`src/rtl/bcd_pkg.sv`:
```
// bcd_pkg: shared state type and helpers for the sequential binary-to-BCD converter
package bcd_pkg;
  typedef enum logic [1:0] {IDLE, SHIFT, DONE} state_t;
  localparam int MAX_DIGITS = 32;
  function automatic int cnt_w(input int bin_w);
    return $clog2(bin_w + 1);
  endfunction
  function automatic int lead_digits(input logic [4*MAX_DIGITS-1:0] v, input int digits);
    int n;
    n = 1;
    for (int i = 0; i < MAX_DIGITS; i++)
      if (i < digits && v[4*i+:4] != 4'd0) n = i + 1;
    return n;
  endfunction
endpackage

```
`src/rtl/bcd_seq_converter_if.sv`:
```
// bcd_seq_converter_if: start/done handshake and result bus of the converter
interface bcd_seq_converter_if #(parameter int BIN_W = 14, parameter int DIGITS = 4);
  logic                           start;
  logic [BIN_W-1:0]               bin;
  logic                           busy;
  logic                           done;
  logic [4*DIGITS-1:0]            bcd;
  logic                           overflow;
  logic [$clog2(DIGITS+1)-1:0]    nz_digits;
  modport master (output start, bin, input busy, done, bcd, overflow, nz_digits);
  modport slave (input start, bin, output busy, done, bcd, overflow, nz_digits);
endinterface

```
`src/rtl/bcd_add3_digit.sv`:
```
// bcd_add3_digit: double-dabble correction of one BCD digit, wraps in 4 bits
module bcd_add3_digit (
  input  logic [3:0] d,
  output logic [3:0] q
);
  always_comb q = (d >= 4'd5) ? d + 4'd3 : d;
endmodule

```
`src/rtl/bcd_seq_converter.sv`:
```
// bcd_seq_converter: one-bit-per-clock shift-and-add-3 binary-to-BCD converter
module bcd_seq_converter import bcd_pkg::*; #(
  parameter int BIN_W  = 14,
  parameter int DIGITS = 4
) (
  input logic               clk,
  input logic               rst,
  bcd_seq_converter_if.slave io
);
  localparam int CW = cnt_w(BIN_W);
  localparam int BW = 4 * DIGITS;
  localparam int NW = $clog2(DIGITS + 1);
  state_t          state;
  logic [BIN_W-1:0] shreg, sh_nx;
  logic [BW-1:0]   work, corr, work_nx;
  logic [CW-1:0]   cnt;
  logic [NW-1:0]   nz_nx;
  logic            ovf_acc, top_bit, ovf_nx, last;
  for (genvar g = 0; g < DIGITS; g++) begin : g_add3
    bcd_add3_digit u_add3 (.d(work[4*g+:4]), .q(corr[4*g+:4]));
  end
  // the bit falling off the top digit means the value no longer fits
  always_comb begin
    {top_bit, work_nx, sh_nx} = {corr, shreg, 1'b0};
    ovf_nx = ovf_acc | top_bit;
    last = cnt == CW'(BIN_W - 1);
    nz_nx = NW'(lead_digits((4*MAX_DIGITS)'(work_nx), DIGITS));
  end
  assign io.busy = state == SHIFT;
  assign io.done = state == DONE;
  always_ff @(posedge clk)
    if (rst) begin
      state        <= IDLE;
      shreg        <= '0;
      work         <= '0;
      cnt          <= '0;
      ovf_acc      <= 1'b0;
      io.bcd       <= '0;
      io.overflow  <= 1'b0;
      io.nz_digits <= NW'(1);
    end else if (state == SHIFT) begin
      work    <= work_nx;
      shreg   <= sh_nx;
      ovf_acc <= ovf_nx;
      cnt     <= cnt + CW'(1);
      if (last) begin
        state        <= DONE;
        io.bcd       <= work_nx;
        io.overflow  <= ovf_nx;
        io.nz_digits <= nz_nx;
      end
    end else if (io.start) begin
      state   <= SHIFT;
      shreg   <= io.bin;
      work    <= '0;
      cnt     <= '0;
      ovf_acc <= 1'b0;
    end else begin
      state <= IDLE;
    end
endmodule

```
`src/flat_wrapper.sv`:
```
// flat-port wrapper written by rule: the top's interface ports become plain ports
module bcd_seq_converter_flat import bcd_pkg::*;
#(
  parameter int BIN_W  = 14,
  parameter int DIGITS = 4
)
  (clk, rst, io_start, io_bin, io_busy, io_done, io_bcd, io_overflow, io_nz_digits);
  bcd_seq_converter_if #(.BIN_W(BIN_W), .DIGITS(DIGITS)) io_i ();
  input logic clk;
  input logic rst;
  input wire logic [$bits(io_i.start)-1:0] io_start;
  input wire logic [$bits(io_i.bin)-1:0] io_bin;
  output wire logic [$bits(io_i.busy)-1:0] io_busy;
  output wire logic [$bits(io_i.done)-1:0] io_done;
  output wire logic [$bits(io_i.bcd)-1:0] io_bcd;
  output wire logic [$bits(io_i.overflow)-1:0] io_overflow;
  output wire logic [$bits(io_i.nz_digits)-1:0] io_nz_digits;
  assign io_i.start = io_start;
  assign io_i.bin = io_bin;
  assign io_busy = io_i.busy;
  assign io_done = io_i.done;
  assign io_bcd = io_i.bcd;
  assign io_overflow = io_i.overflow;
  assign io_nz_digits = io_i.nz_digits;
  bcd_seq_converter #(.BIN_W(BIN_W), .DIGITS(DIGITS)) u_core (.clk(clk), .rst(rst), .io(io_i));
endmodule
```
`config.mk`:
```
export PLATFORM = sky130hd
export DESIGN_NAME = bcd_seq_converter_flat
export DESIGN_NICKNAME = d
export VERILOG_FILES = /design/src/rtl/bcd_pkg.sv /design/src/rtl/bcd_seq_converter_if.sv /design/src/rtl/bcd_add3_digit.sv /design/src/rtl/bcd_seq_converter.sv /design/src/flat_wrapper.sv
export SDC_FILE = /design/constraint.sdc
export NUM_CORES = 1
export LEC_CHECK = 0
export CORE_UTILIZATION = 58
export DETAILED_ROUTE_END_ITERATION = 8
export PLACE_DENSITY = 0.85
export SYNTH_ARGS = -nofsm -noshare
export SYNTH_HDL_FRONTEND = slang
export SYNTH_SLANG_ARGS = --single-unit
```
`constraint.sdc`:
```
create_clock -name clk -period 3.5 [get_ports clk]
set_input_delay 0.35 -clock clk [delete_from_list [all_inputs] [get_ports clk]]
set_output_delay 0.35 -clock clk [all_outputs]
set_load 0.005 [all_outputs]
```
==> impl_metrics.tcl, run 1 <==
set metrics [dict create \
    status "complete, no violations" \
    yosys.area.top_type_share_pct 43.2 \
    hpwl_um 3680 \
    switchingPower_uw 311 \
    drt_iter0_markers 134 \
    finalNetCount 375 \
    cts_tree "done" \
    rows 24 \
    via_count 2281 \
    setup-tns-final_ns 0 \
    post-route-min-period_ns 2.41 \
    hold_start "u_core.io.bcd[5]" \
    intPower_uw 972 \
    postSynthAreaPerCell_um2 8.39 \
    clk_latency_ns 0.35 \
    whs_path_depth 2 \
    grt_max_degree 59 \
    setup_viol 0 \
    r2r_cells 6 \
    register_area_um2 1140 \
    holdBufCountCts 0 \
    cp.arrival_ns 2.06 \
    io_buffer_count 38 \
    n_antenna_cell 0 \
    ys_seq_area_share_pct 43.2 \
    reg2reg_to "u_core.work[3]" \
    finalHoldViolations 0 \
    grt_setup_unrepaired "no" \
    crit_fanout 46 \
    dieWidth_um 69.5 \
    skew_ns 0.00575 \
    wl_per_cell_um 13.9 \
    slew_viol_final 0 \
    synthFlopType "dfxtp_1" \
    ys_top_cells_by_count "dfxtp_1 (57), nor2_1 (43), a21oi_1 (33)" \
    grt_pass1_vias 2054 \
    ff2ff_setup_slack_ns 1.19 \
    cp_cell_sequence "nand2b_4 -> clkinv_1 -> clkdlybuf4s50_1" \
    max_cap_violations 0 \
    swShare_pct 24.3 \
    cts_buffer_depth 2 \
    grt_util_all_layers_pct 24.6 \
    start_util_pct 60.7 \
    drt_wl_total_um 5600 \
    timing.final.crit_share_pct 68.9 \
    die_h_um 69.5 \
    end_kind "output pin" \
    netlist_instances 315 \
    synth_edf_count 0 \
    syn_to_final_growth_pct 20.6 \
    ys_async_sr_fraction_pct 0 \
    ioPinCount 39 \
    grt_antenna_before_repair 0 \
    critPathLaunchType "register" \
    post_dp_cell_area_um2 3030 \
    cp.required_ns 3.15 \
    antenna_left 0 \
    fmax_mhz 415 \
    cts_root_buffer "clkbuf_8" \
    syn-cell-area_um2 2640 \
    worstMarginPinSlew_ns 1.03 \
    slowest_delay_ns 0.57 \
    r2r_start "u_core.state[1]" \
    fp.dieArea_um2 4830 \
    p_seq_share_pct 52.6 \
    drc 0 \
    cellLeakagePower_nw 1.20 \
    syn-num-nets 342 \
    fin_area_um2 3190 \
    yosysWarningCount 0 \
    clkTransAtPathRegs_ns 0.06 \
    via_per_inst 5.65 \
    slowest_stage "clkdlybuf4s50_1" \
    grt_pass1_wl_um 9230 \
    ys_top_cells_by_area "dfxtp_1 (43%), mux2i_1 (7.2%), a21oi_1 (6.2%)" \
    clock_sink_count 57 \
    yosys.area.top_type "dfxtp_1" \
    cts_buffers 9 \
    clkPwrFrac_pct 40.3 \
    cts_resized 0 \
    fill_cells 367 \
    synth-seq-cells 57 \
    min_path_type "register to register" \
    layout-drive-gt1-share_pct 5.40 \
    p_comb_share_pct 7.2 \
    place.gp.congestion 0.837 \
    peakVddDrop_uv 291 \
    synth_most_common_cell "dfxtp_1" \
    path_class "register to output pin" \
    grt-ovfl-total 0 \
    cts-htree-levels 3 \
    hold_end "u_core.io.bcd[5]" \
    multi_input_area_um2 1380 \
    core_area_um2 4350 \
    slew_headroom_pct 31.4 \
    p_per_area_nw_per_um2 403 \
    cts_setup_buffers 0 \
    firstDrtPassIters 4 \
    yosysUniqueCellTypes 37 \
]
layout by cell type (no fill, tap or decap), types with 2 or more instances in the layout:
cell type        count
mux2i_1             19
or2_1                2
nand3b_1             4
a31oi_1              2
clkinv_2             4
o21ai_0             13
nor3_1              15
a211oi_1            20
a21o_1               2
nand2b_1             6
a21oi_1             33
ha_1                10
nor2_1              43
buf_4                3
nand3_1              7
inv_1               10
clkbuf_8            10
clkdlybuf4s50_1     37
nand2_1             24
xnor2_1              4
nor3b_1              6
dfxtp_1             57
and3_1               5
registers in the layout (all words and copies together) (netlist names):
| signal | flops |
|---|---|
| u_core.io.overflow | 1 |
| u_core.io.bcd | 16 |
| u_core.ovf_acc | 1 |
| u_core.cnt | 4 |
| u_core.work | 16 |
| u_core.io.nz_digits | 3 |
| u_core.state | 2 |
| u_core.shreg | 14 |
cell families (layout without fill, tap and decap cells):
family | Yosys count | after routing | share of synthesized area, %
AO/OA/AOI/OAI | 75 | 75 | 17.0
XOR/XNOR | 4 | 4 | 1.32
adder cells (fa/ha/maj) | 10 | 10 | 4.73
buffers and inverters | 30 | 67 | 4.59
flip-flops | 57 | 57 | 43.2
multiplexers | 19 | 19 | 7.19
AND/OR/NAND/NOR | 120 | 120 | 22.0
worst max-delay path: cells and delay by family (launching register included):
kind | cells | cell delay (ns)
buffers and inverters | 2 | 0.99
AND/OR/NAND/NOR | 1 | 0.40
flip-flops | 1 | 0.33
worst max-delay path by stage:
| stage | start | cells after the start | slack, ns | to |
|---|---|---|---|---|
| detailed placement | u_core.state[1] | 6 | 1.22 | u_core.cnt[2] |
| CTS | u_core.state[1] | 3 | 1.07 | io_busy |
| floorplan | u_core.cnt[0] | 7 | 1.69 | u_core.io.nz_digits[1] |
| global route | u_core.state[1] | 3 | 0.96 | io_busy |
| global placement | io_start | 5 | 1.32 | u_core.work[14] |
| finish | u_core.state[1] | 3 | 1.09 | io_busy |
power groups by stage:
stage / clock network (mW) / registers [mW] / logic [mW]
5_1_grt: 0.549 / 0.677 / 0.101
6_report: 0.517 / 0.675 / 0.0919
2_1_floorplan: 0 / 0.687 / 0.0621
3_3_place_gp: 0 / 0.688 / 0.0893
4_1_cts: 0.525 / 0.675 / 0.0924
3_5_place_dp: 0 / 0.689 / 0.0915
through the flow:
step                      total power, mW  worst slack (ns)  hold WS, ns  util [%]  std cells
after global placement              0.778              1.32        0.442      69.5        389
after detailed placement            0.781              1.22        0.447      69.5        389
after floorplan                     0.749              1.69        0.445         -        315
after global routing                 1.33             0.957        0.478      73.2        404
final                                1.28              1.09        0.455      73.2        404
after CTS                            1.29              1.07        0.455      73.2        404
routing by layer:
| layer | GRT usage, % | wire length (µm) | vias up | share of wire (%) |
|---|---|---|---|---|
| met5 | 0 | 0 | - | 0 |
| met2 | 38.1 | 2560 | 45 | 46 |
| li1 | - | - | 1163 | - |
| met3 | 6.10 | 208 | 17 | 3.7 |
| met1 | 29.8 | 2620 | 1056 | 47 |
| met4 | 17.2 | 206 | 0 | 3.7 |
area by class of cell:
type | count | area share (%)
clock buffer | 11 | 4.43
tap | 52 | 2.04
sequential | 57 | 35.8
timing repair buffer | 41 | 12.5
clock inverter | 4 | 0.628
multi-input combinational | 228 | 43.3
inverter | 11 | 1.30
No activity file was read; power rests on OpenSTA's default activity.
==> run 2, diff against run 1 <==
--- a/config.mk
+++ b/config.mk
@@ -5,9 +5,9 @@
 export SDC_FILE = /design/constraint.sdc
 export NUM_CORES = 1
 export LEC_CHECK = 0
-export CORE_UTILIZATION = 58
+export CORE_UTILIZATION = 48
 export DETAILED_ROUTE_END_ITERATION = 8
-export PLACE_DENSITY = 0.85
+export PLACE_DENSITY = 0.75
 export SYNTH_ARGS = -nofsm -noshare
 export SYNTH_HDL_FRONTEND = slang
 export SYNTH_SLANG_ARGS = --single-unit
==> constraint.sdc (replaced) <==
create_clock -name clk -period 2 [get_ports clk]
set_input_delay 0.2 -clock clk [delete_from_list [all_inputs] [get_ports clk]]
set_output_delay 0.2 -clock clk [all_outputs]
set_load 0.005 [all_outputs]
==> run 2 against run 1 <==
Sequential share of layout area decreased by 2.3 points. Count of clock-buffer cells in the layout unchanged. Final cell count increased by 7.2%. Clock power increased by 140%. Critical endpoint is now u_core.io.nz_digits[1]. Combinational power increased by 90%. Global-route usage decreased by 2.5 points. Clock skew increased by 0.0012 ns. Sequential cell count unchanged. Hold slack got worse by 0.24 ns.
==> impl_metrics.tcl, run 2 (synthesis gave the netlist of run 1 again) <==
set metrics [dict create \
    io_buffer_count 38 \
    p_per_area_nw_per_um2 755 \
    hpwl_um 4010 \
    place.gp.congestion 0.830 \
    grt_max_degree 44 \
    cp.required_ns 2.22 \
    fin_cells 433 \
    die_h_um 76.2 \
    setup_viol 0 \
    wl_per_cell_um 14.0 \
    clkTransAtPathRegs_ns 0.06 \
    r2r_cells 7 \
    hold_start "rst" \
    peakVddDrop_uv 451 \
    grt-ovfl-total 0 \
    crit_fanout 4 \
    path_class "register to register" \
    firstDrtPassIters 4 \
    setup_slack_ns 0.00774 \
    finalNetCount 385 \
    grt_setup_unrepaired "yes" \
    post-route-min-period_ns 1.99 \
    start_util_pct 50.8 \
    cts-htree-levels 3 \
    dieWidth_um 76.2 \
    slew_viol_final 0 \
    most-common-layout-cells "dfxtp_1 (54), nor2_1 (43), clkdlybuf4s50_1 (37)" \
    top_layer_used "met4" \
    via_per_inst 5.46 \
    skew_ns 0.00695 \
    clock_sink_count 57 \
    core_area_um2 5200 \
    finalHoldViolations 0 \
    cellLeakagePower_nw 1.29 \
    layout-drive-gt1-share_pct 11.6 \
    cp.arrival_ns 2.21 \
    cts_root_buffer "clkbuf_8" \
    grt_pass1_wl_um 10100 \
    cp-startpoint "u_core.work[5]" \
    via_count 2364 \
    end_kind "register" \
    post_dp_cell_area_um2 3110 \
    wl_met2_um 2940 \
    cts_buffer_depth 2 \
    worstMarginPinSlew_ns 0.570 \
    max_cap_violations 0 \
    r2r_start "u_core.work[5]" \
    syn_to_final_growth_pct 29.2 \
    dp.cells 415 \
    grt_pass1_vias 2251 \
    top_regs "u_core.io.bcd (16), u_core.work (16), u_core.shreg (14)" \
    grt_util_all_layers_pct 22.1 \
    holdBufCountCts 0 \
    wl_met1_um 2740 \
    ff2ff_setup_slack_ns 0.008 \
    cts_tree "done" \
    drt_wl_total_um 6050 \
    antenna_left 0 \
    fill_cells 435 \
    fmax_mhz 502 \
    status "complete, no violations" \
    rows 26 \
    holdWs_ns 0.216 \
    critPathLaunchType "register" \
    ioPinCount 39 \
    whs_path_depth 2 \
    cts_buffers 9 \
    min_path_type "input pin to register" \
    drc 0 \
    final_common_cell "dfxtp_1" \
    n_antenna_cell 0 \
    clk_latency_ns 0.34 \
    grt_antenna_before_repair 0 \
    drt_iter0_markers 129 \
    timing.final.crit_share_pct 99.6 \
    fin_area_um2 3410 \
    preCtsSetupSlack_ns 0.0407 \
    fp.dieArea_um2 5810 \
    slew_headroom_pct 61.8 \
    wl_met3_um 237 \
]
run 2: where the power goes:
group / total, mW / internal, mW / switching (mW)
logic: 0.175 / 0.0795 / 0.0958
clock network: 1.22 / 0.764 / 0.459
registers: 1.18 / 1.16 / 0.0168
total: 2.58 / 2.01 / 0.572
run 2: worst paths after layout:
path / end
setup / recovery: u_core.io.nz_digits[1]
hold / removal: u_core.work[8]
setup reg to reg: u_core.io.nz_digits[1]
hold reg to reg: u_core.io.bcd[6]
run 2: layer usage:
metal  track usage [%]  up-vias
met5                 0        -
met4              11.7        0
met3              5.63       11
met2              36.8       50
met1              26.2     1111
li1                  -     1192
run 2: layout make-up:
class,instances,area [µm²],area share (%)
well taps,70,87.6,2.57
clock inverters,5,77.6,2.27
repair buffers,51,473,13.9
clock buffers,11,151,4.43
flip-flops and latches,57,1140,33.5
inverters,11,41.3,1.21
multi-input cells,228,1440,42.1
run 2: metrics by stage:
stage | setup TNS, ns | total power, mW | utilization, %
after floorplan | 0 | 1.31 | -
after global placement | 0 | 1.38 | 59.7
after detailed placement | 0 | 1.38 | 59.7
after CTS | 0 | 2.60 | 64.2
after global routing | -0.152 | 2.68 | 65.6
final | 0 | 2.58 | 65.6
run 2: worst max-delay path: stages, from the launching register on:
cell and delay (ns):
dfxtp_2 0.38, inv_1 0.10, ha_1 0.20, nand2b_1 0.22, a2111oi_4 0.43, a31oi_2 0.09
nor4b_1 0.34, o31ai_1 0.11
run 2: what timing repair did:
item / CTS / global route
pin swaps: 0 / 2
setup endpoints to repair: 1 / 3
resized for setup: 1 / 13
hold endpoints to repair: 0 / 0
setup buffers: 0 / 2
